`src/rtl/gpu_ctrl_pkg.sv`:
```
// gpu_ctrl_pkg: shared constants and types for the vector pipeline control logic.
package gpu_ctrl_pkg;
    localparam int NREGS = 16;
    localparam int AW = 4;
    localparam int CW = 2;
    localparam logic [3:0] PC_REG = 4'd15;
    typedef struct packed {
        logic       valid;
        logic [3:0] wa;
    } sb_entry_t;
endpackage

```
`src/rtl/sb_counter.sv`:
```
// sb_counter: pending-write count for one register; net delta of -2..+1 applied per edge.
module sb_counter #(
    parameter int CW = 2
) (
    input  logic          clk,
    input  logic          reset,
    input  logic          inc,
    input  logic          dec_retire,
    input  logic          dec_kill,
    output logic [CW-1:0] cnt,
    output logic          nonzero
);
    logic [CW:0] nxt;
    // Extra MSB flags both wrap below zero and growth past the CW-bit range.
    assign nxt = {1'b0, cnt} + (CW+1)'(inc) - (CW+1)'(dec_retire) - (CW+1)'(dec_kill);
    assign nonzero = |cnt;
    always_ff @(posedge clk) begin
        if (reset) cnt <= '0;
        else begin
            assert (!nxt[CW]);
            cnt <= nxt[CW-1:0];
        end
    end
endmodule

```
`src/rtl/vec_scoreboard.sv`:
```
// vec_scoreboard: RAW hazard stall/flush control for decode using an E/M/W shadow tag pipe.
module vec_scoreboard #(
    parameter int NREGS = 16,
    parameter int AW = 4,
    parameter int CW = 2
) (
    input  logic             clk,
    input  logic             reset,
    input  logic             ValidD,
    input  logic [AW-1:0]    ra1D,
    input  logic [AW-1:0]    ra2D,
    input  logic             Use1D,
    input  logic             Use2D,
    input  logic             RegWriteD,
    input  logic [AW-1:0]    wa3D,
    input  logic             BranchTakenE,
    output logic             StallF,
    output logic             StallD,
    output logic             FlushD,
    output logic             FlushE,
    output logic [NREGS-1:0] Busy
);
    import gpu_ctrl_pkg::*;
    sb_entry_t e_q, m_q, w_q;
    logic [CW-1:0] cnt [NREGS];
    logic hazard, issue;
    // The write sitting in W lands in the register file this cycle, so it is discounted.
    function automatic logic hz(input logic [AW-1:0] ra);
        return ra != PC_REG && cnt[ra] != CW'(w_q.valid && w_q.wa == ra);
    endfunction
    assign hazard = ValidD && ((Use1D && hz(ra1D)) || (Use2D && hz(ra2D)));
    assign issue = ValidD && RegWriteD && wa3D != PC_REG && !hazard && !BranchTakenE;
    assign StallF = hazard && !BranchTakenE;
    assign StallD = StallF;
    assign FlushD = BranchTakenE;
    assign FlushE = hazard || BranchTakenE;
    always_ff @(posedge clk) begin
        if (reset) begin
            e_q <= '0;
            m_q <= '0;
            w_q <= '0;
        end else begin
            w_q <= m_q;
            m_q <= BranchTakenE ? '0 : e_q;
            e_q <= {issue, wa3D};
        end
    end
    for (genvar r = 0; r < NREGS; r++) begin : g_cnt
        sb_counter #(.CW(CW)) u_cnt (
            .clk(clk),
            .reset(reset),
            .inc(issue && wa3D == AW'(r)),
            .dec_retire(w_q.valid && w_q.wa == AW'(r)),
            .dec_kill(BranchTakenE && e_q.valid && e_q.wa == AW'(r)),
            .cnt(cnt[r]),
            .nonzero(Busy[r])
        );
    end
endmodule

```
`config.mk`:
```
export PLATFORM = sky130hd
export DESIGN_NAME = vec_scoreboard
export DESIGN_NICKNAME = d
export VERILOG_FILES = /design/src/rtl/gpu_ctrl_pkg.sv /design/src/rtl/sb_counter.sv /design/src/rtl/vec_scoreboard.sv
export SDC_FILE = /design/constraint.sdc
export NUM_CORES = 1
export LEC_CHECK = 0
export ABC_AREA = 1
export BUFFER_PORTS_ARGS = -buffer_cell sky130_fd_sc_hd__buf_4
export CAP_MARGIN = 20
export CORE_MARGIN = 1.5
export CORE_UTILIZATION = 40
export CTS_CLUSTER_SIZE = 14
export DETAILED_ROUTE_END_ITERATION = 8
export REMOVE_ABC_BUFFERS = 1
export SLEW_MARGIN = 25
export SYNTH_ARGS = -nofsm -noshare
export SYNTH_HDL_FRONTEND = slang
export SYNTH_SLANG_ARGS = --single-unit
```
`constraint.sdc`:
```
create_clock -name clk -period 4.8 [get_ports clk]
set_input_delay 0.96 -clock clk [delete_from_list [all_inputs] [get_ports clk]]
set_output_delay 0.96 -clock clk [all_outputs]
set_load 0.01 [all_outputs]
```
== Word-level counts from Yosys, hierarchy flattened ==
Index checks and enable logic that the tools add are counted.
Storage, ports and cells
  output and inout bits: 20
  flip-flop bits (word level): 47
  word-level logic and storage cells: 217
Operators by class
  $add $sub $neg: 48
  equality and inequality tests: 52
  bitwise logic cells: 2
  multiplexer cells: 6
  reductions and logical operators: 85
  $lt $le $gt $ge: 2
Operators with widths (count)
  $eq A4 B4 Y1 const B: 24
  $sub A2 B1 Y2: 32
  $logic_and A1 B1 Y1: 61
  $eq A4 B3 Y1 const B: 12
  $reduce_or A2 Y1: 17
  $add A2 B1 Y2: 16
  $eq A4 B2 Y1 const B: 6
  $bmux W2 S4: 2
  $eq A4 B1 Y1 const B: 3
  $logic_not A4 Y1: 3
  $ne A4 B4 Y1 const B: 3
  $ge A5 B5 Y1 const B: 2
  $not A4 Y5: 2
  $eq A4 B4 Y1: 2
  $mux W2: 4
  $ne A2 B1 Y1: 2
  $logic_not A1 Y1: 2
  $logic_or A1 B1 Y1: 2

== Logic depth before layout (Yosys ltp) ==
Gate-level depths: netlist of run 1.
  word-level depth: 16
  depth in mapped cells: 21
  depth with buffers taken out: 19

== Cells and area by module ==
Synthesis of run 1 repeated with hierarchy kept, for this count alone.
Second synthesis, totals
  cells, all modules: 652
  area total of the unflattened synthesis: 4087.7 um^2
By module, submodules not included
  sb_counter (g_cnt[0].u_cnt ...): area an instance 137.6 um^2, cells an instance 18, sequential area each 40.0 um^2, times used 15
  vec_scoreboard: area an instance 1881.8 um^2, cells an instance 364, sequential area each 300.3 um^2, times used 1
  sb_counter (g_cnt[8].u_cnt): area an instance 141.4 um^2, cells an instance 18, sequential area each 40.0 um^2, times used 1

== Worst setup path before layout of run 1 ==
No wires, ideal clock.
  kind: in2out
  start point: in ra1D[0]
  end point: out StallF
  required time: 3.840 ns
  path slack: 1.681 ns
  stages: 13
  arrival time: 2.159 ns
  buffers on the path: 2
  path through: inv_2 > buf_2 > nand2_1 > nand3_1 > nand3_1 > nand3_1 > nand3_1 > nand3_1 > nand2_1 > nand2_1 > nand2_2 > nor2_1 > buf_4
On the way
  longest elaborated chain between the ends: 10
Ends and longest elaborated chain
  start: declaration: line vec_scoreboard.sv:10  | input logic [AW-1:0] ra1D,
  $not A4 Y5 (not written as such): line vec_scoreboard.sv:29  | return ra != PC_REG && cnt[ra] != CW'(w_q.valid && w_q.wa == ra);
  $bmux W2 S4: line vec_scoreboard.sv:29
  $mux W2 (not written as such) (2 in a row): line vec_scoreboard.sv:29
  $ne A2 B1 Y1: line vec_scoreboard.sv:29
  $logic_and A1 B1 Y1 *: line vec_scoreboard.sv:29
  $logic_and A1 B1 Y1 *: line vec_scoreboard.sv:31  | assign hazard = ValidD && ((Use1D && hz(ra1D)) || (Use2D && hz(ra2D)));
  $logic_or A1 B1 Y1 *: line vec_scoreboard.sv:31
  $logic_and A1 B1 Y1 *: line vec_scoreboard.sv:31
  $logic_and A1 B1 Y1 *: line vec_scoreboard.sv:33  | assign StallF = hazard && !BranchTakenE;
  end: declaration: line vec_scoreboard.sv:17  | output logic StallF,
Mark *: on every way between the ends. The rest lies on a longest branch, timed or not. The select of a mux whose other input is x is not followed.

== Final worst setup path of run 1 ==
  start point: in ra1D[1]
  end point: out StallF
The elaborated chain is that of the path after synthesis.

==> results of run 1 <==
-- registers in the layout (all words and copies together), names as in the netlist --
register / cells
m_q: 5
e_q: 5
g_cnt.u_cnt.cnt: 32
w_q: 5
-- cell families after synthesis --
family                     share of synthesized area [%]
and+or+nand+nor                                     36.0
buffers and inverters                               16.1
DFF                                                 25.0
adders and majority gates                           13.8
xor gates and xnor gates                            5.81
AOI/OAI and AO/OA                                   3.25
other                                             0.0994
-- worst min-delay path by stage --
| stage | startpoint | endpoint | slack, ns | cells past startpoint |
|---|---|---|---|---|
| 2_1_floorplan | m_q[0] | w_q[0] | 0.39 | 2 |
| 3_3_place_gp | m_q[4] | w_q[4] | 0.39 | 2 |
| 3_5_place_dp | m_q[2] | w_q[2] | 0.39 | 2 |
| 4_1_cts | m_q[1] | w_q[1] | 0.41 | 2 |
| 5_1_grt | m_q[1] | w_q[1] | 0.41 | 2 |
| 6_report | m_q[2] | w_q[2] | 0.40 | 2 |
-- Yosys cell counts (6+ instances only) --
cell,n,area share (%)
a21oi_1,9,1.2
buf_4,18,3.6
dfxtp_1,47,25
fa_1,16,8.5
ha_1,16,5.3
inv_1,96,9.6
nand2_1,157,16
nand3_1,38,5.0
nor2_1,85,8.5
nor2_2,10,1.7
nor3_1,9,1.2
o21ai_0,6,0.80
or2_2,8,1.3
xnor2_1,7,1.6
xor2_1,18,4.2
-- power groups by stage --
stage | clock (mW) | sequential (mW) | combinational [mW]
final | 0.254 | 0.402 | 0.127
after floorplan | 0 | 0.410 | 0.0740
after CTS | 0.262 | 0.402 | 0.127
after detailed placement | 0 | 0.411 | 0.127
after global placement | 0 | 0.411 | 0.125
after global routing | 0.277 | 0.403 | 0.145
-- routing by layer --
metal	wire, um	vias to the layer above
met5	0	-
met4	107	0
met3	457	8
met2	4130	73
met1	4660	1555
li1	-	1733
-- final cells by class --
type                            instances  share of cell area [%]
Tap cell                              111                    3.43
Timing Repair Buffer                   38                    7.04
Inverter                              100                    9.26
Clock buffer                            6                    2.04
Clock inverter                          1                   0.124
Multi-Input combinational cell        400                    54.9
Sequential cell                        47                    23.2
-- stage by stage --
stage / setup slack [ns] / cell area, sq um / std cells
after floorplan: 1.75 / 3540 / 547
after global placement: 1.36 / 3960 / 696
after detailed placement: 1.33 / 3960 / 696
after CTS: 1.32 / 4050 / 703
final: 1.33 / 4050 / 703
after global routing: 1.06 / 4050 / 703
-- worst min-delay path, cell delays in order (launching register included) --
cell     delay (ns)
dfxtp_1        0.31
inv_1          0.04
nor2_1         0.03
==> results.txt, run 1 <==
----------------------------------------------------
[Outcome]
  Status ... completed

[Timing]
  Final-report hold violation count ... 0
  Total of endpoints with negative setup slack in the final report ... 0
  Total negative slack for setup checks ... 0 ns
  Final critical-path share of the clock period ... 72.4%
  Worst clock skew ... 0.00569 ns
  Hold slack final ... 0.400 ns
  Slew Limit Fails ... 0
  Unrepaired setup endpoints after global routing ... false
  Highest attainable clock frequency ... 288 MHz
  Worst slew margin relative to its limit ... 54.1%
  Min Clock Period, post-route ... 3.47 ns
  Slew @ Worst Pin ... 0.683 ns

[Drt]
  Post-detailed-route wirelength per cell ... 13.3 um
  Remaining design rule violation count ... 0
  Number of nets with antenna violations after routing ... 0
  Vias ... 3369
  First-pass detailed-route iteration total ... 5
  Sum of routed wire length over all layers ... 9.36 mm
  Via/cell ratio ... 4.79
  Count of routing violations after the opening detailed-route iteration ... 182

[Critical path]
  Data arrival time of the critical path ... 2.51 ns
  Largest fanout on the critical path ... 11
  CP startpoint ... ra1D[1]
  Crit path launch type ... input pin
  Endpoint type of the worst setup path ... output port
  Setup crit end ... StallF
  Buffers and inverters on the worst path ... 3
  Startpoint of the worst-slack reg-to-reg timing path ... w_q[3]
  Worst r2r path cells ... 17
  Critical Path Max Stage Delay ... 0.26 ns
  Critical-path cell with the highest stage delay ... clkinv_1
  Family with the most delay on the worst path ... simple AND/OR/NAND/NOR gates
  Most numerous cell on the critical path ... nand2_1
  Req. time, crit path ... 3.84 ns
  Cells along the critical path ... buf_4, clkinv_1, a21oi_1, o21ai_1, nand2_1, nand2_1, nand2_1, nor2_1, nand3_1, nand2_1, nand2_1, nand2_2, nor2_1, buf_4
  Path type of the worst setup path ... in -> out
  Logic depth of the worst path, buffers included ... 14
  Reg-to-reg endpoint ... g_cnt[14].u_cnt.cnt[1]
  Minimum setup slack among reg-to-reg paths ... 2.21 ns

[Floorplanning]
  Starting utilization of the core area ... 41.0%
  Floorplan Core Area ... 9200 sq um
  Total number of placement rows ... 35
  DIE HEIGHT ... 100 um
  DIE WIDTH ... 100 um
  I/O pin count ... 39
  Overall die area ... 10000 sq um

[Global route]
  Number of antenna violations at the first check in global routing ... 0
  GR Overflow Total ... 0
  First-pass GRT wire length ... 15.8 mm
  Overall routing resource usage ... 20.0%
  Maximum number of pins on one net before global-route repair ... 44
  Met1 Resource Use GR ... 29.0%
  Met2 track demand over resource ... 31.9%
  GRT Max-Usage Layer ... met2
  GR Util met3 ... 2.16%
  Vias in the first global route ... 3151

[Synthesis]
  Count of warnings emitted by yosys ... 0
  Post-synth ARST share ... 0%
  Post-synthesis average cell area ... 6.50 sq um
  Gate count after technology mapping ... 580
  Sequential-to-total area share from yosys stat ... 25.0%
  Synthesized flop and latch total ... 47
  Synthesized area ... 3770 sq um
  Number of library cell types mapped by synthesis ... 31
  Most instantiated flip-flop cell in the synthesis netlist ... dfxtp_1
  Number of enable-type register cells in the synthesized netlist ... 0

[Pwr]
  Fraction of power consumed by the clock network ... 32.4%
  Overall power ... 0.782 mW
  Leak pwr ... 2.12 nW
  Combinational fraction of design power ... 16.2%
  Switching share of power ... 28.9%
  P_int ... 0.556 mW
  Psw ... 0.226 mW
  Worst IR Drop VDD ... 0.0000927 V
  Cell area power density ... 193 nW/um^2
  Sequential fraction of design power ... 51.4%

[Clock tree]
  Library cell used as clock root buffer ... clkbuf_8
  Post CTS Setup Buffer Count ... 0
  Clock tree buffer depth ... 2
  CTS tree ... done
  H-tree Lvls ... 2
  Inserted Clock Buffers ... 5
  Number of resized instances in the post-cts repair step ... 0
  Hold buffer count at cts ... 0
  Clock slew at reported path FFs ... 0.09 ns
  Later-pin clock latency in the skew report ... 0.30 ns
  Clock tree sinks ... 47

[Cells and area]
  Nets@finish ... 643
  Commonest non-fill, non-tap cells in the layout ... nand2_1 (157), inv_1 (96), nor2_1 (85), dfxtp_1 (47)
  Filler Cell Count ... 1020
  Proportion of layout cells with a drive suffix above 1 ... 11.5%
  Synthesis-to-finish area growth ... 7.43%
  Area taken by flip-flops and latches ... 941 sq um
  Post-route core utilization ... 44.1%
  Inserted Diodes ... 0
  Footprint of the multi-input gates ... 2220 sq um
  Leading cell type in the layout, fill and taps excluded ... nand2_1

[Hold path]
  Worst min path class ... reg -> reg

[Placement]
  GPL Wtd Cong ... 0.877
  Port bufs ... 38
  Hpwl dp ... 7.53 mm

[Run]
  Max-capacitance violation count ... 0

----------------------------------------------------
No activity file was read; power rests on OpenSTA's default activity.
==> run 2: changes to the inputs <==
==> constraint.sdc (replaced) <==
create_clock -name clk -period 2.86 [get_ports clk]
set_input_delay 0.572 -clock clk [delete_from_list [all_inputs] [get_ports clk]]
set_output_delay 0.572 -clock clk [all_outputs]
set_load 0.01 [all_outputs]
==> run 2 against run 1 <==
Final area grew 3.1%. Cell count grew 1.7%. First-iteration DRC count grew 7.7%. Core utilization grew 1.4 points. Largest cell class unchanged. Global-route usage grew 0.63 points. Die area is the same. Register-to-register slack lost 1.8 ns. Flip-flop and latch count is the same. Combinational power grew 79%. Hold slack gained 0.0048 ns. Clock-buffer cell count is the same. Non-clock buffer count grew 10.
==> results.txt, run 2 (synthesis gave the netlist of run 1 again) <==
----------------------------------------------------
[Critical path]
  Path type of the worst setup path ... in -> out
  Most numerous cell on the critical path ... nand2_1
  Worst r2r path cells ... 18 (+1)
  Cells along the critical path ... buf_6, inv_2, nand2_1, nand3_1, nand3b_1, nand3_1, nand2_1, nand2_1, nand3_1, nand2_1, nand2_1, nand2_2, nor2_2, buf_4
  Buffers and inverters on the worst path ... 3 (unchanged)
  Data arrival time of the critical path ... 2.09 ns (-0.42 ns)
  Critical Path Max Stage Delay ... 0.18 ns (-0.08 ns)
  Setup crit end ... StallF
  Req. time, crit path ... 2.29 ns (-1.55 ns)
  Minimum setup slack among reg-to-reg paths ... 0.39 ns (-1.82 ns)
  Startpoint of the worst-slack reg-to-reg timing path ... w_q[0]
  Crit path launch type ... input pin
  Largest fanout on the critical path ... 24 (+13)
  Critical-path cell with the highest stage delay ... buf_6
  Reg-to-reg endpoint ... g_cnt[13].u_cnt.cnt[1]
  Family with the most delay on the worst path ... simple AND/OR/NAND/NOR gates
  CP startpoint ... ra2D[0]
  Endpoint type of the worst setup path ... output port
  Logic depth of the worst path, buffers included ... 14 (unchanged)

[Clock tree]
  Inserted Clock Buffers ... 5 (unchanged)
  Post CTS Setup Buffer Count ... 0 (unchanged)
  H-tree Lvls ... 2 (unchanged)
  Library cell used as clock root buffer ... clkbuf_8
  Clock tree buffer depth ... 2 (unchanged)
  Clock tree sinks ... 47 (unchanged)
  CTS tree ... done
  Hold buffer count at cts ... 0 (unchanged)
  Number of resized instances in the post-cts repair step ... 0 (unchanged)
  Clock slew at reported path FFs ... 0.09 ns (about the same)
  Later-pin clock latency in the skew report ... 0.30 ns (about the same)

[Floorplanning]
  Floorplan Core Area ... 9200 sq um (unchanged)
  Starting utilization of the core area ... 41.0% (unchanged)
  DIE HEIGHT ... 100 um (unchanged)
  I/O pin count ... 39 (unchanged)
  Total number of placement rows ... 35 (unchanged)
  DIE WIDTH ... 100 um (unchanged)
  Overall die area ... 10000 sq um (unchanged)

[Cells and area]
  Inserted Diodes ... 0 (unchanged)
  Number of flip-flops in the largest register ... 32 (unchanged)
  Leading cell type in the layout, fill and taps excluded ... nand2_1
  Nets@finish ... 654 (+1.7%)
  Largest reg by FF count ... g_cnt.u_cnt.cnt
  Final Cell Area ... 4180 sq um (+3.1%)
  Proportion of layout cells with a drive suffix above 1 ... 13.7% (+2.3 points)
  Commonest non-fill, non-tap cells in the layout ... nand2_1 (157), inv_1 (96), nor2_1 (82), dfxtp_1 (47), buf_4 (47)
  Synthesis-to-finish area growth ... 10.8%
  Filler Cell Count ... 961 (-5.8%)

[Timing]
  Worst slew margin relative to its limit ... 65.9% (+12 points)
  Total negative slack for setup checks ... 0 ns (unchanged)
  Slew Limit Fails ... 0 (unchanged)
  Min Clock Period, post-route ... 2.66 ns
  Final-report hold violation count ... 0 (unchanged)
  Final critical-path share of the clock period ... 92.9%
  Unrepaired setup endpoints after global routing ... false
  Total of endpoints with negative setup slack in the final report ... 0 (unchanged)
  Smallest setup slack after layout ... 0.202 ns (-1.12 ns)
  Highest attainable clock frequency ... 376 MHz
  Slew @ Worst Pin ... 0.507 ns (-0.175 ns)
  Worst clock skew ... 0.00947 ns (+0.00379 ns)

[Outcome]
  Status ... completed

[Pwr]
  Overall power ... 1.42 mW (+82%)
  Leak pwr ... 2.19 nW (+3.2%)
  Worst IR Drop VDD ... 0.000193 V (+110%)
  Cell area power density ... 340 nW/um^2 (+76%)

[Drt]
  Number of nets with antenna violations after routing ... 0 (unchanged)
  Vias ... 3436 (+2.0%)
  First-pass detailed-route iteration total ... 5 (unchanged)
  Post-detailed-route wirelength per cell ... 13.9 um (+4.1%)
  Remaining design rule violation count ... 0 (unchanged)
  Count of routing violations after the opening detailed-route iteration ... 196 (+7.7%)
  Sum of routed wire length over all layers ... 9.91 mm (+5.9%)
  Via/cell ratio ... 4.81 (+0.28%)

[Placement]
  Worst slack after detailed placement ... -0.0516 ns (-1.38 ns)
  Hpwl dp ... 7.96 mm (+5.6%)
  Area after detailed placement ... 4040 sq um (+1.9%)
  Port bufs ... 38 (unchanged)
  GPL Wtd Cong ... 0.873 (-0.43%)

[Global route]
  Overall routing resource usage ... 20.7% (+0.63 points)
  First-pass GRT wire length ... 16.0 mm (+1.2%)
  Vias in the first global route ... 3252 (+3.2%)
  GR Overflow Total ... 0 (unchanged)
  Maximum number of pins on one net before global-route repair ... 44 (unchanged)
  Number of antenna violations at the first check in global routing ... 0 (unchanged)

[Run]
  Max-capacitance violation count ... 0 (unchanged)

[Hold path]
  Worst min path class ... reg -> reg

----------------------------------------------------
## run 2: changes by cell type in the layout (fill, tap and decap cells not counted)
cell,previous run,this run
buf_4,38,47
nor2_2,10,13
nor2_1,85,82
buf_6,0,1
bufinv_16,0,1
nand3_2,0,1
## run 2: worst min-delay path by stage
stage                       from  endpoint  slack [ns]  cells past startpoint
after CTS                 m_q[0]    w_q[0]        0.41                      2
final                     m_q[0]    w_q[0]        0.41                      2
after global placement    m_q[1]    w_q[1]        0.39                      2
after global routing      m_q[1]    w_q[1]        0.43                      2
after floorplan           m_q[0]    w_q[0]        0.39                      2
after detailed placement  m_q[1]    w_q[1]        0.40                      2
## run 2: area by class of cell
type	instances	area, sq um	share of cell area (%)
clock inverter	2	35.0	0.839
clock buffer	6	82.6	1.98
timing repair buffer	48	364	8.72
inverter	100	375	8.98
multi-input combinational	401	2240	53.6
sequential	47	941	22.5
tap	111	139	3.32
## run 2: worst register-to-register path, delay by kind of cell, from the launching register on
family          cells  cell delay (ns)
fa+ha+maj           1             0.18
flops               1             0.39
simple gates       12             1.41
compound gates      2             0.19
buf+inv             2             0.17
xor+xnor            1             0.09
## run 2: metrics by stage
| stage | hold slack [ns] | utilization [%] | cells |
|---|---|---|---|
| 5_1_grt | 0.425 | 45.4 | 715 |
| 2_1_floorplan | 0.388 | - | 547 |
| 3_3_place_gp | 0.392 | 43.9 | 706 |
| 6_report | 0.405 | 45.4 | 715 |
| 4_1_cts | 0.409 | 45.2 | 714 |
| 3_5_place_dp | 0.404 | 43.9 | 706 |
## run 2: per-layer routing
metal	GRT usage [%]	vias up	routed length (um)
met1	29.5	1573	4770
met2	33.5	97	4510
met4	5.20	0	140
met3	2.16	8	486
met5	0	-	0
li1	-	1758	-
## run 2: report_power, final
| part | internal (mW) | switching, mW | total [mW] |
|---|---|---|---|
| combinational | 0.0831 | 0.144 | 0.227 |
| sequential | 0.665 | 0.00973 | 0.675 |
| clock | 0.283 | 0.237 | 0.520 |
